### config.mk
export PLATFORM = sky130hd
export DESIGN_NAME = cla16_serial_addsub
export DESIGN_NICKNAME = d
export VERILOG_FILES = /design/src/rtl/cla16_pkg.sv /design/src/rtl/cla_4bit.sv /design/src/rtl/cla16_serial_addsub.sv
export SDC_FILE = /design/constraint.sdc
export NUM_CORES = 1
export LEC_CHECK = 0
export CORE_UTILIZATION = 38
export CTS_CLUSTER_DIAMETER = 200
export DETAILED_ROUTE_END_ITERATION = 7
export DONT_BUFFER_PORTS = 1
export GPL_TIMING_DRIVEN = 0
export MAX_ROUTING_LAYER = met4
export SLEW_MARGIN = 20
export SYNTH_ARGS = -nofsm -noshare
export SYNTH_HDL_FRONTEND = slang
export SYNTH_HIERARCHICAL = 1
export SYNTH_SLANG_ARGS = --single-unit
### constraint.sdc
create_clock -name clk_i -period 6.9 [get_ports clk_i]
set_clock_uncertainty 0.05 [all_clocks]
set_input_delay 1.38 -clock clk_i [delete_from_list [all_inputs] [get_ports clk_i]]
set_output_delay 1.38 -clock clk_i [all_outputs]
set_load 0.02 [all_outputs]
### src/rtl/cla16_pkg.sv
// Shared types and sizing for the nibble-serial 16-bit CLA add/subtract unit.
// Combinational definitions only; no state, no flow control.
package cla16_pkg;

   localparam int CLA_WIDTH  = 16;
   localparam int CLA_SLICE  = 4;
   localparam int CLA_NSLICE = CLA_WIDTH / CLA_SLICE;

   typedef enum logic [1:0] {
      IDLE = 2'd0,
      CALC = 2'd1,
      RESP = 2'd2
   } state_e;

   // Counter width for walking NS slices; never narrower than one bit.
   function automatic int cnt_width(input int ns);
      return (ns > 1) ? $clog2(ns) : 1;
   endfunction

endpackage

### src/rtl/cla_4bit.sv
// W-bit carry-lookahead slice: s = a + b + ci, also exposes the carry into the slice MSB.
// Purely combinational (zero latency), no handshake.
module cla_4bit
   import cla16_pkg::*;
#(
   parameter int W = CLA_SLICE
) (
   input  logic [W-1:0] a_i,
   input  logic [W-1:0] b_i,
   input  logic         ci_i,
   output logic [W-1:0] s_o,
   output logic         co_o,
   output logic         c_msb_in_o
);

   logic [W-1:0] g;
   logic [W-1:0] p;
   logic [W:0]   c;
   logic         term;

   assign g = a_i & b_i;
   assign p = a_i ^ b_i;

   // Each carry is a flat sum of products of generate/propagate terms,
   // so no carry depends on another carry inside the slice.
   always_comb begin
      c    = '0;
      term = 1'b0;
      c[0] = ci_i;
      for (int i = 0; i < W; i++) begin
         term = ci_i;
         for (int k = 0; k <= i; k++) begin
            term = term & p[k];
         end
         c[i+1] = term;
         for (int j = 0; j <= i; j++) begin
            term = g[j];
            for (int k = j + 1; k <= i; k++) begin
               term = term & p[k];
            end
            c[i+1] = c[i+1] | term;
         end
      end
   end

   assign s_o        = p ^ c[W-1:0];
   assign co_o       = c[W];
   assign c_msb_in_o = c[W-1];

endmodule

### src/rtl/cla16_serial_addsub.sv
// WIDTH-bit add/subtract reusing one SLICE-bit CLA, LSB slice first; result valid WIDTH/SLICE cycles after accept.
// Backpressure: result held in RESP until out_ready_i; no new request accepted outside IDLE.
module cla16_serial_addsub
   import cla16_pkg::*;
#(
   parameter int WIDTH = CLA_WIDTH,
   parameter int SLICE = CLA_SLICE
) (
   input  logic             clk_i,
   input  logic             rst_n_i,
   input  logic             in_valid_i,
   output logic             in_ready_o,
   input  logic [WIDTH-1:0] a_i,
   input  logic [WIDTH-1:0] b_i,
   input  logic             cin_i,
   input  logic             op_sub_i,
   output logic             out_valid_o,
   input  logic             out_ready_i,
   output logic [WIDTH-1:0] sum_o,
   output logic             cout_o,
   output logic             ovf_o,
   output logic             zero_o
);

   localparam int NS    = WIDTH / SLICE;
   localparam int CNT_W = cnt_width(NS);

   state_e             state_q, state_d;
   logic [WIDTH-1:0]   opa_q, opa_d;
   logic [WIDTH-1:0]   opb_q, opb_d;
   logic [WIDTH-1:0]   sum_q, sum_d;
   logic               carry_q, carry_d;
   logic               ovf_q, ovf_d;
   logic [CNT_W-1:0]   cnt_q, cnt_d;

   int                 slice_base;
   logic               last_slice;
   logic [SLICE-1:0]   sl_a;
   logic [SLICE-1:0]   sl_b;
   logic [SLICE-1:0]   sl_s;
   logic               sl_co;
   logic               sl_cmsb;

   assign slice_base = int'(cnt_q) * SLICE;
   assign last_slice = (cnt_q == CNT_W'(NS - 1));
   assign sl_a       = opa_q[slice_base +: SLICE];
   assign sl_b       = opb_q[slice_base +: SLICE];

   cla_4bit #(
      .W (SLICE)
   ) u_slice (
      .a_i        (sl_a),
      .b_i        (sl_b),
      .ci_i       (carry_q),
      .s_o        (sl_s),
      .co_o       (sl_co),
      .c_msb_in_o (sl_cmsb)
   );

   always_comb begin
      state_d     = state_q;
      opa_d       = opa_q;
      opb_d       = opb_q;
      sum_d       = sum_q;
      carry_d     = carry_q;
      ovf_d       = ovf_q;
      cnt_d       = cnt_q;
      in_ready_o  = 1'b0;
      out_valid_o = 1'b0;

      case (state_q)
         IDLE: begin
            in_ready_o = 1'b1;
            if (in_valid_i) begin
               opa_d   = a_i;
               // Subtraction is A + ~B + cin; the inversion is folded in at capture.
               opb_d   = b_i ^ {WIDTH{op_sub_i}};
               carry_d = cin_i;
               cnt_d   = '0;
               state_d = CALC;
            end
         end

         CALC: begin
            sum_d[slice_base +: SLICE] = sl_s;
            carry_d                    = sl_co;
            cnt_d                      = cnt_q + 1'b1;
            if (last_slice) begin
               ovf_d   = sl_cmsb ^ sl_co;
               cnt_d   = '0;
               state_d = RESP;
            end
         end

         RESP: begin
            out_valid_o = 1'b1;
            if (out_ready_i) begin
               state_d = IDLE;
            end
         end

         default: begin
            state_d = IDLE;
         end
      endcase
   end

   always_ff @(posedge clk_i) begin
      if (!rst_n_i) begin
         state_q <= IDLE;
         opa_q   <= '0;
         opb_q   <= '0;
         sum_q   <= '0;
         carry_q <= 1'b0;
         ovf_q   <= 1'b0;
         cnt_q   <= '0;
      end else begin
         state_q <= state_d;
         opa_q   <= opa_d;
         opb_q   <= opb_d;
         sum_q   <= sum_d;
         carry_q <= carry_d;
         ovf_q   <= ovf_d;
         cnt_q   <= cnt_d;
      end
   end

   // After the last slice the running carry register is the MSB carry-out.
   assign sum_o  = sum_q;
   assign cout_o = carry_q;
   assign ovf_o  = ovf_q;
   assign zero_o = (sum_q == '0);

endmodule

* Word-level counts from Yosys, hierarchy flattened
Cells that the tools add are included.
Storage, ports and cells: bits in registers 54, output and inout bits 21, input port bits 38, logic and storage cells 63
Operators by class: multiplexer cells 12, reduce and logical (&&, ||, !) cells 7, add/subtract/negate cells 2, shift operators 4, eq/ne operators 6, bitwise operators 25
Operator list (count):
- $neg 4->33 | 1
- $shift 4x33->16 const A | 1
- $shiftx 4x33->16 | 1
- $shiftx 16x5->4 | 2
- $bwmux 16 | 1
- $logic_not 16->1 | 1
- $xor 16x16->16 | 1
- $and 1x1->1 | 10
- $mux 2 | 5
- $or 1x1->1 | 10
- $xor 4x4->4 | 2
- $ne 2x2->1 const B | 3
- $pmux 2 s3 | 1
- $reduce_and 2->1 | 3
- $and 4x4->4 | 1
- $eq 2x2->1 const B | 2
- $pmux 2 s2 | 1
- $mux 1 | 3
- $reduce_and 3->1 | 1
- $add 2x1->2 const B | 1
- $eq 2x1->1 const B | 1
- $logic_not 2->1 | 1
- $pmux 1 s2 | 1
- $reduce_bool 2->1 | 1
- $xor 1x1->1 | 1

* Logic depth before layout (Yosys ltp)
depth after elaboration 11, gate-level depth with buffers 11, mapped depth without buffers 9

* Cells and area by module
The synthesis kept the hierarchy.
Modules (own cells, without submodules):
- cla16_serial_addsub | area an instance 2576.2 sq um, sequential area each 1081.0 sq um, instances 1, cells an instance 262
- cla_4bit | area an instance 146.4 sq um, sequential area each 0.0 sq um, instances 1, cells an instance 15

* Worst setup path after synthesis
OpenSTA, ideal clock, no wires.
path kind register -> register, start register cnt_q[0], end register ovf_q, in the netlist ovf_o, path buffers 2, required time 6.734 ns, library setup time 0.116 ns, data arrival time 2.413 ns, slack 4.320 ns, period minus slack after synthesis 2.580 ns, cell stages (with the launch flop) 12, cell sequence dfxtp_1 buf_6 buf_6 mux4_2 ha_1 ha_1 o211ai_1 nand2_2 a21o_1 xnor2_1 nand2_1 o211a_1
Between the ends: elaborated cells on any way between the ends 24, those cells by class eq/ne (1); shift (2); bitwise (20); reduce/logical (1)
RTL lines:
- start: declaration | line cla16_serial_addsub.sv:34 | logic [CNT_W-1:0] cnt_q, cnt_d;
- start signal: assignment | line cla16_serial_addsub.sv:124 | cnt_q <= cnt_d;
- $shiftx 16x5->4 * | line cla16_serial_addsub.sv:47 | assign sl_b = opb_q[slice_base +: SLICE];
- named net sl_b[0] | line cla16_serial_addsub.sv:39 | logic [SLICE-1:0] sl_b;
- $xor 4x4->4 | line cla_4bit.sv:22 | assign p = a_i ^ b_i;
- $and 1x1->1 (3 in series) | line cla_4bit.sv:33 | term = term & p[k];
- $or 1x1->1 * (3 in series) | line cla_4bit.sv:41 | c[i+1] = c[i+1] | term;
- named net sl_cmsb | line cla16_serial_addsub.sv:42 | logic sl_cmsb;
- $xor 1x1->1 * | line cla16_serial_addsub.sv:89 | ovf_d = sl_cmsb ^ sl_co;
- end signal: assignment | line cla16_serial_addsub.sv:123 | ovf_q <= ovf_d;
- end: declaration | line cla16_serial_addsub.sv:33 | logic ovf_q, ovf_d;
The timed path passes the listed nets; every way through them passes the cells marked *. A chain may end at the register's enable or synchronous reset.

* Worst setup path after layout
start register sum_q[11], in the netlist sum_o[11], end output zero_o
Between the ends: word-level cells in the longest chain between the ends 1
Ends and longest elaborated chain:
- start: declaration | line cla16_serial_addsub.sv:31 | logic [WIDTH-1:0] sum_q, sum_d;
- start signal: assignment | line cla16_serial_addsub.sv:121 | sum_q <= sum_d;
- $logic_not 16->1 | line cla16_serial_addsub.sv:132 | assign zero_o = (sum_q == '0);
- end: declaration | line cla16_serial_addsub.sv:22 | output logic zero_o
Every way passes these cells.

==> key figures <==
Outcome
  – Status: complete, no violations

Worst setup path
  – Crit path DAT: 1.50 ns
  – Critical path type: reg2out
  – CP Capture Type: output port
  – Critical path origin: sum_o[11]
  – CP max FO: 3
  – Critical Path RT: 5.47 ns
  – Critical Path Source Type: flop
  – Launching point of the worst reg2reg path: cnt_q[0]

Synth
  – Simple-gate area share of the yosys netlist: 17.9%
  – Synthesized flop and latch total: 54
  – Compound-gate portion of the synthesized area: 17.8%
  – Xor and xnor area share after synthesis: 6.43%
  – Post-synthesis sequential area ratio: 39.7%
  – Yosys Warn Count: 6
  – Post-synthesis mux area share: 6.99%
  – Post-Syn Area: 0.00272 mm2
  – Ys async rst share: 0%
  – Largest family of logic cells by synthesized area: simple AND/OR/NAND/NOR gates
  – Syn Nets: 326
  – Most used DFF post-synth: dfxtp_1
  – Post-synth EDFFs: 0
  – Library cells used by synthesis: 43
  – Mapped Cells: 277
  – Syn_area_per_cell: 9.83 um2
  – Synth Area in Adders: 5.33%

GRT
  – Total GRT Usage: 17.1%
  – Largest net degree at the start of global routing: 17
  – Busiest grt layer: met2
  – Vias in the first global route: 1,946
  – Met1 Use GR: 21.1%
  – Met3 Usage GRT: 2.95%
  – Initial antenna violation count: 0
  – Met2 Use GR: 28.5%
  – First-pass GRT wire length: 9.51 mm
  – Remaining Overflow, GRT: 0

Run
  – Max-cap violations: 0

Clocking
  – Hold Buf Count CTS: 0
  – # H-tree levels: 2
  – Worst-Skew Late Latency: 0.31 ns
  – Total setup buffers inserted after CTS: 0
  – Total CTS buffers: 5
  – CTS tree: yes
  – Longest Clk Path Bufs: 2
  – Resized cells post-CTS: 0
  – CTS root buf: clkbuf_8
  – Sink Count: 54
  – CTS clock-pin slew for the worst setup and hold paths: 0.10 ns

Power
  – Clk pwr share: 32.2%
  – Switch Pwr: 175 uW
  – Static leakage: 1.27 nW
  – Flop pwr share: 51.6%
  – Power per cell area: 223 mW/mm2
  – Comb power frac: 16.2%
  – Maximum VDD drop: 0.0990 mV
  – Internal: 485 uW
  – Sw Share: 26.5%

Detailed routing
  – Via density: 5.07
  – Residual DRC: 0
  – Total wire length: 5.78 mm
  – 1st-iter DRT viols: 48
  – Vias after detailed routing: 1,931
  – Antenna Nets Post-Route: 0
  – Drt wl/cell: 15.2 um
  – First-pass DRT Iterations: 4

Cells and area
  – Leading cell types in the layout, fill and taps excluded: nand2_1, dfxtp_1, xnor2_1, o211a_1, a21boi_1
  – # diodes: 0
  – Area Overhead vs Synth: 8.46%
  – Final std cells w/o fill: 381
  – Layout fillers: 696
  – Nets: 333
  – Commonest non-fill, non-tap cell in the layout: nand2_1
  – Layout cells sized above 1: 12.6%

Worst hold path
  – Worst hold start: opa_q[13]
  – Worst Hold Class: reg2reg

Floorplan
  – Die Y: 86.6 um
  – Die X: 86.6 um
  – # IOs: 59
  – Initial Util: 39.6%
  – Core Region: 0.00687 mm2
  – Core Rows: 30
  – Die area: 0.00751 mm2

Timing
  – Tmin final: 2.93 ns
  – Final setup vio count: 0
  – RSZ-0062 raised after global routing: no
  – Slew HR: 61.9%
  – Final Cycle Share: 42.5%
  – Fmax: 0.341 GHz
  – Fin. max-slew vios: 0
  – Worst-Margin Slew: 0.572 ns
  – Final setup TNS: 0 ns
  – Endpoints failing hold: 0

Placement
  – # port buffers: 0
  – Post-Place Cells: 373
  – GP Congestion: 0.773
  – Detailed Place HPWL: 4.44 mm
[cells by family after synthesis]
group	after synthesis
buffers and inverters	25
XOR/XNOR	20
flip-flops	54
AND/OR/NAND/NOR	98
multiplexers	9
adder cells (fa/ha/maj)	11
AO/OA/AOI/OAI	60
[path summary, 6_finish.rpt]
kind / endpoint / slack, ns / depth (start not counted)
setup / recovery: zero_o / 3.97 / 2
hold / removal: opa_q[13] / 0.41 / 2
setup reg to reg: sum_o[15] / 4.03 / 10
hold reg to reg: opa_q[13] / 0.41 / 2
[worst max-delay path, cell delays in order (launching register included)]
cell and delay, ns:
dfxtp_1 0.41, nor4_1 0.41, and4_1 0.37
[through the flow]
| step | setup slack [ns] | util [%] | total power [mW] | instance area, um2 | hold WS (ns) |
|---|---|---|---|---|---|
| 4_1_cts | 3.95 | 43.0 | 0.665 | 2950 | 0.409 |
| 3_5_place_dp | 4.03 | 41.4 | 0.455 | 2840 | 0.396 |
| 2_1_floorplan | 4.32 | - | 0.430 | 2720 | 0.382 |
| 6_report | 3.97 | 43.0 | 0.660 | 2950 | 0.408 |
| 3_3_place_gp | 4.04 | 41.4 | 0.454 | 2840 | 0.390 |
| 5_1_grt | 3.87 | 43.0 | 0.693 | 2950 | 0.433 |
[cells in the mapped netlist (3+ instances only)]
master    instances  area (um2)
nand2_1          65         244
dfxtp_1          54        1080
o211a_1          18         180
xnor2_1          18         158
a21boi_1         11        82.6
a21boi_0         10        75.1
ha_1             10         125
mux4_2            8         180
o22ai_1           8        50.1
buf_2             6        30.0
buf_6             6        67.6
clkbuf_1          6        22.5
a22o_1            4        35.0
inv_1             4        15.0
nand3_1           4        20.0
nor2_1            4        15.0
nor2b_1           4        25.0
nor4_1            4        25.0
buf_4             3        22.5
[power groups by stage]
stage | clock network (mW) | logic [mW] | registers (mW)
final | 0.212 | 0.107 | 0.340
after global routing | 0.232 | 0.118 | 0.343
after CTS | 0.216 | 0.108 | 0.340
after detailed placement | 0 | 0.108 | 0.347
after global placement | 0 | 0.107 | 0.347
after floorplan | 0 | 0.0865 | 0.344
[layer usage]
layer,wire [um],vias up
met4,75,0
met1,2730,900
met5,0,-
met2,2770,41
li1,-,983
met3,202,7
[sequential cells by signal, summed over array words and instances, names as in the netlist]
| register | count |
|---|---|
| ovf_o | 1 |
| state_q | 2 |
| sum_o | 16 |
| opb_q | 16 |
| cout_o | 1 |
| opa_q | 16 |
| cnt_q | 2 |
[area by class of cell]
cell class	count	area [um2]	share of cell area, %
flip-flops and latches	54	1080	36.6
clock inverters	2	37.5	1.27
plain buffers	21	143	4.83
well taps	96	120	4.07
clock buffers	6	72.6	2.46
multi-input cells	198	1480	50.3
inverters	4	15.0	0.508
Note: power is estimated with default switching activity, not from simulation.
